`src/rtl/uart_tx_fifo_drain.sv`:
```
// uart_tx_fifo_drain: pops words from a first-word-fall-through FIFO and serialises them onto txd
module uart_tx_fifo_drain #(
  parameter int DATA_BITS = 8
) (
  input  logic                 clk,
  input  logic                 rst,
  input  logic [DATA_BITS-1:0] fifo_data,
  input  logic                 fifo_empty,
  output logic                 fifo_rd,
  input  logic                 tx_en,
  input  logic [15:0]          baud_div,
  input  logic                 parity_en,
  input  logic                 parity_odd,
  input  logic                 two_stop,
  output logic                 txd,
  output logic                 busy
);
  typedef enum logic [2:0] {IDLE, START, DATA, PARITY, STOP} state_t;
  state_t state;
  logic [15:0] cnt, div;
  logic [3:0] bit_cnt;
  logic [DATA_BITS-1:0] sh;
  logic pen, par, two, tick, last_stop, cap;
  assign tick = cnt == '0;
  assign last_stop = state == STOP && tick && bit_cnt == '0;
  assign cap = ~rst & tx_en & ~fifo_empty & (state == IDLE | last_stop);
  assign fifo_rd = cap;
  // frame sequencer: latches word and format at capture, then times and shifts each bit onto the registered line
  always_ff @(posedge clk) begin
    if (rst) begin
      state <= IDLE;
      txd <= 1'b1;
      busy <= 1'b0;
      cnt <= '0;
      div <= '0;
      bit_cnt <= '0;
      sh <= '0;
      pen <= 1'b0;
      par <= 1'b0;
      two <= 1'b0;
    end else if (cap) begin
      state <= START;
      txd <= 1'b0;
      busy <= 1'b1;
      cnt <= baud_div;
      div <= baud_div;
      sh <= fifo_data;
      pen <= parity_en;
      par <= ^fifo_data ^ parity_odd;
      two <= two_stop;
      bit_cnt <= '0;
    end else if (state == IDLE) begin
      txd <= 1'b1;
      busy <= 1'b0;
    end else if (!tick) begin
      cnt <= cnt - 1'b1;
    end else begin
      cnt <= div;
      case (state)
        START: begin
          state <= DATA;
          txd <= sh[0];
          sh <= sh >> 1;
          bit_cnt <= 4'(DATA_BITS - 1);
        end
        DATA: begin
          if (bit_cnt != '0) begin
            txd <= sh[0];
            sh <= sh >> 1;
            bit_cnt <= bit_cnt - 1'b1;
          end else if (pen) begin
            state <= PARITY;
            txd <= par;
          end else begin
            state <= STOP;
            txd <= 1'b1;
            bit_cnt <= {3'b0, two};
          end
        end
        PARITY: begin
          state <= STOP;
          txd <= 1'b1;
          bit_cnt <= {3'b0, two};
        end
        default: begin
          if (bit_cnt != '0) begin
            bit_cnt <= bit_cnt - 1'b1;
          end else begin
            state <= IDLE;
            txd <= 1'b1;
            busy <= 1'b0;
          end
        end
      endcase
    end
  end
endmodule

```
`config.mk`:
```
export PLATFORM = sky130hd
export DESIGN_NAME = uart_tx_fifo_drain
export DESIGN_NICKNAME = d
export VERILOG_FILES = /design/src/rtl/uart_tx_fifo_drain.sv
export SDC_FILE = /design/constraint.sdc
export NUM_CORES = 1
export LEC_CHECK = 0
export CORE_MARGIN = 5
export CORE_UTILIZATION = 55
export CTS_CLUSTER_SIZE = 28
export DETAILED_ROUTE_END_ITERATION = 8
export MAX_ROUTING_LAYER = met4
export PLACE_DENSITY = 0.91
export SYNTH_ARGS = -nofsm -noshare
export SYNTH_HDL_FRONTEND = slang
export SYNTH_SLANG_ARGS = --single-unit
```
`constraint.sdc`:
```
create_clock -name clk -period 3.1 [get_ports clk]
set_clock_uncertainty 0.05 [all_clocks]
set_input_delay 0.465 -clock clk [delete_from_list [all_inputs] [get_ports clk]]
set_output_delay 0.465 -clock clk [all_outputs]
set_load 0.02 [all_outputs]
```
After elaboration in Yosys (flattened, before gate mapping):

Index checks and enable logic that the tools add are counted.

* logic and storage cells: 85
* input bits: 31
* output and inout port bits: 3
* bits in registers: 52

* bitwise gates (word level): 8
* $add $sub $neg: 2
* multiplexer cells: 31
* reductions and logical operators: 19
* equal/unequal tests: 14

Operators by type and width (number)
* two-way mux 16 bit: 3
* two-way mux 8 bit: 4
* logical NOT 16 bit: 1
* one-hot mux 8 bit (2 select lines): 1
* AND reduction 4 bit: 4
* subtractor 16 x 1 -> 16 bit (second input constant): 1
* two-way mux 1 bit: 14
* two-way mux 4 bit: 3
* != test 3 bit (second input constant): 4
* one-hot mux 4 bit (3 select lines): 1
* two-way mux 3 bit: 3
* one-hot mux 3 bit (3 select lines): 1
* nonzero test 4 bit: 2
* XOR reduction 8 bit: 1
* equality test 3 x 2 -> 1 bit (second input constant): 2
* != test 3 x 1 -> 1 bit (second input constant): 2
* != test 6 x 3 -> 1 bit (second input constant): 1
* nonzero test 3 bit: 2
* logical NOT 4 bit: 1
* != test 2 bit (second input constant): 2
* != test 4 x 2 -> 1 bit (second input constant): 1
* subtractor 4 x 1 -> 4 bit (second input constant): 1
* AND 1 bit: 3
* equality test 3 x 1 -> 1 bit (second input constant): 1
* 12 further kinds: 15

Longest topological paths before layout:

* depth after elaboration: 7
* mapped depth: 11
* mapped depth without buffers: 9

Worst setup path before layout:

OpenSTA, ideal clock, no wires.

* kind: input -> output
* start point: input rst
* end point: output fifo_rd
* arrival time: 2.097 ns
* required time: 2.585 ns
* cell stages on the path: 8
* slack: 0.488 ns
* buffers on the path: 4
* path through: clkbuf_1 > or3b_1 > buf_2 > a2111o_1 > nand2b_4 > inv_2 > buf_6 > buf_4

* word-level cells in the longest chain between the ends: 4

RTL lines
* start: declaration: line 6 `input logic rst,`
* inverter 1 bit: line 26 `assign cap = ~rst & tx_en & ~fifo_empty & (state == IDLE | last_stop);`
* AND 1 bit (3 in a row): line 26
* end: declaration: line 9 `output logic fifo_rd,`

Every way passes these cells.

Final worst setup path:

* start point: register bit_cnt[0]
* end point: output fifo_rd

* word-level cells in the longest chain between the ends: 4

RTL lines
* start: declaration: line 21 `logic [3:0] bit_cnt;`
* start signal: assignment: line 64 `bit_cnt <= 4'(DATA_BITS - 1);`
* start signal: assignment: line 70 `bit_cnt <= bit_cnt - 1'b1;`
* start signal: assignment: line 77 `bit_cnt <= {3'b0, two};`
* logical NOT 4 bit: line 25 `assign last_stop = state == STOP && tick && bit_cnt == '0;`
* logical AND 1 bit: line 25
* OR 1 bit: line 26
* AND 1 bit: line 26

Every way passes these cells.

==> impl_metrics.env <==
export IMPL_synth_cell_type_count=56
export IMPL_die_h_um=81.02
export IMPL_cp_end_kind="output pin"
export IMPL_ys_ff_latch=52
export IMPL_cpMaxStageDelayCell="a2111o_1"
export IMPL_crit_chain="inv_1, ha_1, or3b_1, a2111o_1, nand2b_4, inv_2, dlygate4sd2_1"
export IMPL_status="complete, no violations"
export IMPL_comb_power_share_pct=40.6
export IMPL_p_seq_share_pct=40.7
export IMPL_critPathTopFamily="simple AND/OR/NAND/NOR gates"
export IMPL_critical_path_class="reg -> out"
export IMPL_core_area_sq_um=4817
export IMPL_rows=25
export IMPL_grtUsageTotal_pct=21.60
export IMPL_cpPeakStageDelay_ns=0.45
export IMPL_drive_gt1_share_pct=8.730
export IMPL_routabilityCongestion=0.8459
export IMPL_leakagePower_uw=0.001215
export IMPL_ys_flop_type="dfxtp_1"
export IMPL_synth_warnings=0
export IMPL_final_common_cell="dfxtp_1"
export IMPL_sw_frac_of_total_pct=37.83
export IMPL_grt_remaining_overflow=0
export IMPL_routedWlPerCell_um=14.95
export IMPL_syn_instance_count=346
export IMPL_synth_seq_area_share_pct=37.53
export IMPL_post_synth_xor_area_fraction_pct=5.999
export IMPL_fmax_ghz=0.3485
export IMPL_syn_area_sq_um=2774
export IMPL_synthSimpleGateAreaFrac_pct=21.06
export IMPL_tns_ns=0
export IMPL_crit_path_start_kind="flop"
export IMPL_power_density_nw_per_um2=635.9
export IMPL_total_power_uw=2081
export IMPL_clock_latency_ns=0.30
export IMPL_grt_pass1_wl_um=11230
export IMPL_drc_errors=0
export IMPL_drt_iter0_drc=263
export IMPL_rsz0062_at_grt="no"
export IMPL_antenna_found_initial=0
export IMPL_cap_violations=0
export IMPL_ant_nets=0
export IMPL_num_vias=2664
export IMPL_async_reset_ff_share_pct=0
export IMPL_clk_pin_slew_ns=0.10
export IMPL_drt_total_wl_um=6654
export IMPL_grt_max_degree=34
export IMPL_worstPathMaxFanout=3
export IMPL_avgViaCountPerCell=5.987
export IMPL_clock_sinks=52
export IMPL_hold_violations=0
export IMPL_pwr_share_clk_pct=18.7
export IMPL_final_cell_mix="dfxtp_1, nand2_1, nor2_1"
export IMPL_cts_made_buffers=5
export IMPL_io_pins=34
export IMPL_h_tree_depth=2
export IMPL_tightestPinTransition_ns=0.7920
export IMPL_drt_pass1_iter_count=6
export IMPL_worst_ir_drop_vdd_v=0.0003765
export IMPL_p_int_uw=1293
export IMPL_hp_class="reg -> reg"
export IMPL_drv_slew=0
export IMPL_relSlewSlack_pct=47.20
export IMPL_syn_nets=379
export IMPL_crit_arrival_ns=2.35
export IMPL_die_width_um=81.02
export IMPL_period_needed_ns=2.869
export IMPL_grt_pass1_vias=2506
export IMPL_hpwl_um=4693
export IMPL_synth_area_mux_share_pct=0.3608
export IMPL_placement_io_buffers=33
export IMPL_synth_fa_ha_area_share_pct=0.9021
export IMPL_p_sw_uw=787.2
export IMPL_synth_compound_area_share_pct=26.84
export IMPL_critPathRequiredTime_ns=2.58
export IMPL_nets=410
export IMPL_start_util_pct=57.58
export IMPL_setup_violations=0
export IMPL_synth_edf_count=0
export IMPL_crit_buf_inv=3
export IMPL_syn_avg_cell_area_sq_um=8.017
export IMPL_die_area_sq_um=6563
export IMPL_cts_tree="yes"
export IMPL_clk_path_buf_depth=2
export IMPL_period_share_pct=92.56
export IMPL_antenna_diode_count=0
export IMPL_areaGrowthSynthToFinish_pct=17.95
export IMPL_synth_top_family_by_area="compound AO/OA/AOI/OAI gates"
export IMPL_root_buffer="clkbuf_8"
-- final cells by class --
cell class / instances / area (sq um)
Timing Repair Buffer: 47 / 434.2
Clock inverter: 2 / 16.27
Sequential cell: 52 / 1041
Multi-Input combinational cell: 246 / 1530
Fill cell: 407 / 1545
Tap cell: 67 / 83.83
Clock buffer: 6 / 72.57
Inverter: 25 / 93.84
-- Yosys cell counts (all sizes together), types with 7 or more instances --
| library cell | number | area share, % |
|---|---|---|
| o21ai | 24 | 4.3 |
| clkbuf | 17 | 2.3 |
| inv | 25 | 3.4 |
| o221a | 7 | 2.8 |
| nor2 | 34 | 4.6 |
| nand2 | 37 | 5.0 |
| o211ai | 13 | 3.5 |
| nor3 | 7 | 1.4 |
| xnor2 | 14 | 4.4 |
| dfxtp | 52 | 38 |
| a311oi | 11 | 3.5 |
| a21oi | 24 | 4.3 |
-- power groups by stage --
stage | Clock (uW) | Sequential [uW] | Combinational (uW)
floorplan | 0 | 841 | 633
global placement | 0 | 853 | 797
detailed placement | 0 | 858 | 827
CTS | 395 | 844 | 835
global route | 415 | 861 | 933
finish | 389 | 846 | 845
-- path summary, 6_finish.rpt --
check	from	end	slack, ns	cells after the start
worst max-delay path	bit_cnt[0]	fifo_rd	0.23	7
worst min-delay path	two	two	0.42	2
worst max register to register	cnt[0]	cnt[14]	0.50	8
worst min register to register	two	two	0.42	2
-- what timing repair did --
item | CTS | global route
hold buffers | 0 | 0
setup endpoints to repair | 1 | 0
setup buffers | 0 | 0
gates resized for setup | 1 | 0
-- per-layer routing --
metal	global-route usage, %	vias to the layer above	part of all wire, %
li1	-	1312	-
met1	27.35	1237	44
met2	35.80	103	49
met3	3.326	12	7.0
met4	6.081	0	0.92
met5	-	-	0
-- sequential cells by signal (all words and copies together) (netlist names) --
signal / flops
cnt: 16
div: 16
sh: 8
bit_cnt: 4
state: 3
busy: 1
par: 1
pen: 1
two: 1
txd: 1
-- through the flow --
step	cells	setup WS, ns	cell area [sq um]	util, %	hold WS, ns
floorplan	346	0.4879	2774	-	0.3866
global placement	437	0.1007	3184	66.10	0.4014
detailed placement	437	0.05723	3184	66.10	0.4068
CTS	445	0.2239	3272	67.92	0.4251
global route	445	0.1387	3272	67.92	0.4523
finish	445	0.2305	3272	67.92	0.4224
-- cell families after synthesis --
family / count (synthesis)
AO/OA/AOI/OAI: 108
flip-flops: 52
AND/OR/NAND/NOR: 116
adder cells (fa/ha/maj): 2
buffers and inverters: 48
multiplexers: 1
XOR/XNOR: 19
-- tightest hold or removal path, cell delays in order (launching register included) --
cell and delay, ns:
dfxtp_1 0.33, nand2_1 0.05, a21oi_1 0.05
No activity file was read; power rests on OpenSTA's default activity.
